### config.mk
export PLATFORM = sky130hd
export DESIGN_NAME = mul4_arbiter
export DESIGN_NICKNAME = d
export VERILOG_FILES = /design/src/rtl/mul4_arbiter.sv
export SDC_FILE = /design/constraint.sdc
export NUM_CORES = 1
export LEC_CHECK = 0
export ABC_CLOCK_PERIOD_IN_PS = 4900
export CAP_MARGIN = 20
export CELL_PAD_IN_SITES_DETAIL_PLACEMENT = 0
export CELL_PAD_IN_SITES_GLOBAL_PLACEMENT = 2
export CORE_UTILIZATION = 30
export CTS_BUF_LIST = sky130_fd_sc_hd__clkbuf_4 sky130_fd_sc_hd__clkbuf_8
export DETAILED_ROUTE_END_ITERATION = 12
export PLACE_DENSITY = 0.79
export SETUP_SLACK_MARGIN = 0.3
export SYNTH_ARGS = -nofsm -noshare
export SYNTH_HDL_FRONTEND = slang
export SYNTH_SLANG_ARGS = --single-unit
### constraint.sdc
create_clock -name clk -period 4.9 [get_ports clk]
set_input_delay 0.49 -clock clk [delete_from_list [all_inputs] [get_ports clk]]
set_output_delay 0.49 -clock clk [all_outputs]
set_load 0.03 [all_outputs]
### src/rtl/mul4_arbiter.sv
// Two-requester front end to a single shared unsigned NxN array multiplier.
// Round-robin grant in IDLE, one product per transaction, held until the winner consumes it.
module mul4_arbiter #(
   parameter int N = 4
) (
   input  logic           clk,
   input  logic           rst,
   input  logic           a_req_valid,
   output logic           a_req_ready,
   input  logic [N-1:0]   a_op_x,
   input  logic [N-1:0]   a_op_y,
   output logic           a_rsp_valid,
   input  logic           a_rsp_ready,
   input  logic           b_req_valid,
   output logic           b_req_ready,
   input  logic [N-1:0]   b_op_x,
   input  logic [N-1:0]   b_op_y,
   output logic           b_rsp_valid,
   input  logic           b_rsp_ready,
   output logic [2*N-1:0] rsp_data,
   output logic           busy,
   output logic [7:0]     op_count
);

   typedef enum logic [1:0] {
      IDLE = 2'd0,
      MUL  = 2'd1,
      RESP = 2'd2
   } state_t;

   state_t         state;
   logic           winner;     // 1'b0 = A, 1'b1 = B
   logic           last;       // requester whose response completed most recently
   logic [N-1:0]   op_x;
   logic [N-1:0]   op_y;
   logic           grant_b;
   logic [2*N-1:0] product;

   // Shift-and-add array multiplier; the only multiplier in the block.
   function automatic logic [2*N-1:0] array_mul(input logic [N-1:0] x, input logic [N-1:0] y);
      logic [2*N-1:0] acc;
      acc = {(2*N){1'b0}};
      for (int i = 0; i < N; i++) begin
         if (y[i]) begin
            acc = acc + ({{N{1'b0}}, x} << i);
         end else begin
            acc = acc;
         end
      end
      return acc;
   endfunction

   // Shared product of the captured operands.
   always_comb begin
      product = array_mul(op_x, op_y);
   end

   // Round-robin grant decision; only one requester valid always wins.
   always_comb begin
      grant_b = 1'b0;
      if (a_req_valid && b_req_valid) begin
         grant_b = ~last;
      end else if (b_req_valid) begin
         grant_b = 1'b1;
      end else begin
         grant_b = 1'b0;
      end
   end

   // Acceptance strobes; suppressed while reset is asserted so reset wins the cycle.
   always_comb begin
      a_req_ready = 1'b0;
      b_req_ready = 1'b0;
      if (!rst && (state == IDLE)) begin
         a_req_ready = a_req_valid & ~grant_b;
         b_req_ready = b_req_valid & grant_b;
      end else begin
         a_req_ready = 1'b0;
         b_req_ready = 1'b0;
      end
   end

   // Transaction FSM with registered response, status and counter outputs.
   always_ff @(posedge clk) begin
      if (rst) begin
         state       <= IDLE;
         winner      <= 1'b0;
         last        <= 1'b1;
         op_x        <= {N{1'b0}};
         op_y        <= {N{1'b0}};
         a_rsp_valid <= 1'b0;
         b_rsp_valid <= 1'b0;
         rsp_data    <= {(2*N){1'b0}};
         busy        <= 1'b0;
         op_count    <= 8'd0;
      end else begin
         case (state)
            IDLE: begin
               if (a_req_valid || b_req_valid) begin
                  winner <= grant_b;
                  op_x   <= grant_b ? b_op_x : a_op_x;
                  op_y   <= grant_b ? b_op_y : a_op_y;
                  busy   <= 1'b1;
                  state  <= MUL;
               end else begin
                  busy  <= 1'b0;
                  state <= IDLE;
               end
            end
            MUL: begin
               rsp_data    <= product;
               a_rsp_valid <= ~winner;
               b_rsp_valid <= winner;
               state       <= RESP;
            end
            RESP: begin
               // The loser's rsp_ready is deliberately not looked at.
               if (winner ? b_rsp_ready : a_rsp_ready) begin
                  a_rsp_valid <= 1'b0;
                  b_rsp_valid <= 1'b0;
                  busy        <= 1'b0;
                  last        <= winner;
                  op_count    <= op_count + 8'd1;
                  state       <= IDLE;
               end else begin
                  state <= RESP;
               end
            end
            default: begin
               a_rsp_valid <= 1'b0;
               b_rsp_valid <= 1'b0;
               busy        <= 1'b0;
               state       <= IDLE;
            end
         endcase
      end
   end

endmodule

After elaboration in Yosys (flattened, before gate mapping)
Cells that the tools add are included.
{ "word_totals": {"ff_bits": 31, "latch_bits": 0, "ramBits": 0, "romBits": 0, "inputBits": 22, "out_inout_bits": 21, "wordCells": 52, "mem_count": 0} }
{ "op_classes": {"add_sub_neg": 4, "mul": 0, "div_mod_pow": 0, "order_cmp": 0, "eq_ne": 3, "n_shift": 0, "muxes": 19, "bitwise_logic": 7, "n_reduce_logical": 9} }
{ "ops": {"columns": ["operator", "count"], "rows": [
  ["$mux 8", 3],
  ["$mux 4", 3],
  ["$pmux 1 s3", 3],
  ["$add 8x1->8 const B", 1],
  ["$add 8x6->8", 1],
  ["$add 8x7->8", 1],
  ["$mux 1", 8],
  ["$reduce_and 2->1", 4],
  ["$add 4x5->6", 1],
  ["$pmux 2 s3", 1],
  ["$not 1->1", 5],
  ["$and 1x1->1", 2],
  ["$eq 2x1->1 const B", 1],
  ["$eq 2x2->1 const B", 1],
  ["$logic_and 1x1->1", 2],
  ["$logic_not 2->1", 1],
  ["$mux 2", 1],
  ["$ne 2x2->1 const B", 1],
  ["$logic_not 1->1", 1],
  ["$logic_or 1x1->1", 1]
]} }

Logic depth before layout (Yosys ltp)
{ "depth": {"depth_word": 7, "ltp_mapped": 19, "depth_no_buf": 18} }

Least setup slack after synthesis
No wires, ideal clock.
{ "synth_path": {"path_kind": "register -> register", "start": "register op_y[0]", "end": "register rsp_data[6]", "setup_ns": 0.120, "t_arrival_ns": 3.784, "t_required_ns": 4.780, "slack_ns": 0.997, "stages_incl_launch_ff": 20, "n_path_buf": 1, "path_cell_list": "dfxtp_1 clkbuf_1 inv_1 nor2_1 ha_1 inv_1 fa_1 xnor2_1 and3_1 or2_2 ha_1 a21o_1 a21oi_1 mux2_2 nand2_1 ha_1 a21oi_1 nand3_1 and3b_1 o31a_1"} }
{ "synth_between": {"elab_chain_len": 7} }
{ "synth_lines": {"columns": ["item", "line", "source"], "rows": [
  ["start, declared", "35", "logic [N-1:0] op_y;"],
  ["start signal, assigned", "90", "op_y <= {N{1'b0}};"],
  ["start signal, assigned", "102", "op_y <= grant_b ? b_op_y : a_op_y;"],
  ["$mux 4 *", "44", "if (y[i]) begin"],
  ["$add 4x5->6", "45", "acc = acc + ({{N{1'b0}}, x} << i);"],
  ["$mux 8 *", "44", null],
  ["$add 8x6->8", "45", null],
  ["$mux 8 *", "44", null],
  ["$add 8x7->8", "45", null],
  ["$mux 8 *", "44", null],
  ["end signal, assigned", "93", "rsp_data <= {(2*N){1'b0}};"],
  ["end signal, assigned", "111", "rsp_data <= product;"],
  ["end, declared", "20", "output logic [2*N-1:0] rsp_data,"]
]} }
Every way passes the cells marked *; elsewhere a longest branch is shown, timed or not.
A chain may end at the register's enable or synchronous reset.

Worst setup path in the final report
{ "layout_path": {"start": "register op_x[1]", "end": "register rsp_data[6]"} }
{ "layout_between": {"elab_chain_len": 7} }
{ "layout_lines": {"columns": ["item", "line", "source"], "rows": [
  ["start, declared", "34", "logic [N-1:0] op_x;"],
  ["start signal, assigned", "89", "op_x <= {N{1'b0}};"],
  ["start signal, assigned", "101", "op_x <= grant_b ? b_op_x : a_op_x;"],
  ["$mux 4", "44", null],
  ["$add 4x5->6", "45", null],
  ["$mux 8", "44", null],
  ["$add 8x6->8", "45", null],
  ["$mux 8", "44", null],
  ["$add 8x7->8", "45", null],
  ["$mux 8 *", "44", null]
]} }
Marked as above.

==> impl_metrics.toml <==
[layout]
syn_to_final_growth_pct = 29.25
drive_gt1_frac = 0.04869
most-common-layout-cells = "42 x clkdlybuf4s50_1, 31 x dfxtp_1, 28 x nor2_1"
diodes = 0
nFillCells = 633
final_common_cell = "clkdlybuf4s50_1"
nets = 303

[sta]
setup_viol = 0
rsz0062_at_grt = "no"
tightest_slew_ns = 0.7737
layout_setup_ws_ns = 0.7174
slew_viol_final = 0
timing.fmax_mhz = 239.1
tns_ns = 0
hold_violations = 0
timing.final.crit_share = 0.8536
relSlewSlack = 0.4708
period_needed_ns = 4.183
fin_hold_ws_ns = 0.4552
clock_skew_ns = 0.003589

[routing]
postRouteAntennaNets = 0
routedWlPerCell_um = 13.51
vias_per_cell = 4.918
drc = 0
drtPass1Iterations = 4
drt_wl_total_mm = 4.619
drt_iter0_drc = 75
vias = 1682

[worst_setup_path]
crit_cells = 18
reg2reg_depth = 18
cp-end-kind = "flop"
path_cells = "inv_1 -> nor2_1 -> ha_1 -> inv_1 -> fa_1 -> xnor2_1 -> and3_1 -> or2_2 -> ha_1 -> a21o_1 -> a21oi_1 -> mux2_2 -> nand2_1 -> ha_1 -> a21oi_1 -> nand3_1 -> and3b_1 -> o31a_1"
cp_slowest_stage_delay_ns = 0.46
slowest_stage = "dfxtp_1"
cp_max_fo = 6
startpoint_type = "flop"
path_common_cell = "ha_1"
cp.required_ns = 5.07
cp.arrival_ns = 4.35
crit_type = "flop to flop"
crit_start = "op_x[1]"
crit-reg2reg-launch = "op_x[1]"
critPathBufInv = 2
path_delay_family = "adder cells"

[logic_synthesis]
yosys.cell_types.count = 44
async_flop_share = 0
synth-edff-count = 0
ys.flop_type = "dfxtp_1"
syn_nets = 267
synth_warnings = 0
ys_ff_latch = 31
avgSynthCellArea_sq_um = 8.312
netlist_area_sq_um = 1912
synthCells = 230
synth-seq-area-share = 0.3246

[clocking]
cts_inserted_buffers = 5
clockBufferDepth = 2
hold_buffers = 0
post_cts_resized = 0
clkLatencyLatePin_ns = 0.28
htree_levels = 2
cts.clk_slew.worst_paths_ns = 0.06
cts_tree = "built"
cts_root_buffer = "clkbuf_8"
clock_sinks = 31
postCtsSetupBuffers = 0

[run_status]
status = "complete, no violations"

[placement]
dpl.hpwl_mm = 3.365
io_buffers = 42
dpl_worst_slack_ns = 0.7500
gp_congestion = 0.7768

[grt]
grt_max_degree = 36
grt_first_pass_wirelength_mm = 7.831
global_route.usage.total = 0.1558
first_global_vias = 1621
antenna_found_initial = 0
grt_overflow_total = 0

[die]
rows = 28
die-area_sq_um = 6696
die_x_um = 81.83
core_sq_um = 6026
start_util = 0.3173
io_pins = 43
die_height_um = 81.83

[hold_path]
hold_path_depth = 2
min-delay-start = "rsp_data[2]"
hold_class = "flop to flop"

[flow_run]
maxCapViolations = 0

[power_and_ir_drop]
pwr_density_cell_nw_per_um2 = 273.8
max-vdd-ir-drop_mv = 0.1126
leakage_nw = 0.9442
==> synthesized netlist by cell type, drive strengths merged, types with 2 or more instances <==
cell     n  share of area
dfxtp   31           0.32
nor2    28          0.055
a21oi   19          0.050
nand2   17          0.033
clkbuf  13          0.026
ha      12          0.079
mux2i   11          0.058
a211oi  10          0.039
inv      8          0.016
o21ai    8          0.021
nand3    7          0.018
xnor2    7          0.032
nand2b   5          0.016
nor2b    4          0.013
fa       3          0.031
nor4     3         0.0098
nor4bb   3          0.016
a21boi   2         0.0079
a21o     2         0.0079
and3     2         0.0065
buf      2         0.0052
mux2     2          0.012
nand3b   2         0.0079
nand4    2         0.0065
nor3     2         0.0052
nor4b    2         0.0092
o211ai   2         0.0079
o21a     2         0.0079
o31a     2         0.0092
or3      2         0.0065
xor2     2         0.0092
==> flip-flops by register name (all words and copies together), names as in the netlist <==
name / flops
busy: 1
a_rsp_valid: 1
last: 1
rsp_data: 8
op_count: 8
op_y: 4
state: 2
op_x: 4
b_rsp_valid: 1
winner: 1
==> worst register-to-register path, cell delays in order, from the launching register on <==
cell and delay (ns):
dfxtp_1 0.46, inv_1 0.16, nor2_1 0.16, ha_1 0.20
inv_1 0.06, fa_1 0.39, xnor2_1 0.15, and3_1 0.21
or2_2 0.28, ha_1 0.27, a21o_1 0.16, a21oi_1 0.20
mux2_2 0.37, nand2_1 0.09, ha_1 0.25, a21oi_1 0.17
nand3_1 0.09, and3b_1 0.18, o31a_1 0.23
==> power breakdown <==
part	internal, W	switching (W)	leakage, nW
clock	0.000111	0.0000953	0.0491
sequential	0.000270	0.0000311	0.254
combinational	0.0000803	0.0000895	0.641
==> per-layer routing <==
metal / part of all wire / global-route usage / vias up
li1: - / - / 886
met2: 0.42 / 0.2388 / 37
met1: 0.54 / 0.2127 / 757
met5: 0 / 0 / -
met3: 0.038 / 0.03667 / 2
met4: 0.0054 / 0.05088 / 0
==> metrics by stage <==
stage	std cells	power (W)	area, sq um	util
finish	342	0.0006765	2471	0.4101
global route	342	0.0007231	2471	0.4101
CTS	342	0.0006874	2471	0.4101
detailed placement	334	0.0004764	2382	0.3953
global placement	334	0.0004772	2382	0.3953
floorplan	230	0.0004162	1912	-
==> cell families (layout without fill, tap and decap cells) <==
group,Yosys count,in the layout,share of synthesized area
AND/OR/NAND/NOR,84,84,0.2232
flip-flops,31,31,0.3246
XOR/XNOR,9,9,0.04123
multiplexers,13,13,0.06937
AO/OA/AOI/OAI,54,54,0.1800
adder cells (fa/ha/maj),16,16,0.1152
buffers and inverters,23,60,0.04647
==> worst paths after layout <==
kind / slack (ns) / to
worst max-delay path: 0.72 / rsp_data[6]
worst min-delay path: 0.46 / rsp_data[2]
worst max register to register: 0.72 / rsp_data[6]
worst min register to register: 0.46 / rsp_data[2]
==> cell type report <==
type	count	area, sq um	share of cell area
clock buffer	7	83.83	0.03392
clock inverter	1	5.005	0.002025
inverter	8	30.03	0.01215
multi-input combinational	176	1202	0.4866
sequential	31	620.6	0.2511
tap	75	93.84	0.03797
timing repair buffer	44	435.4	0.1762
Note: power is estimated with default switching activity, not from simulation.
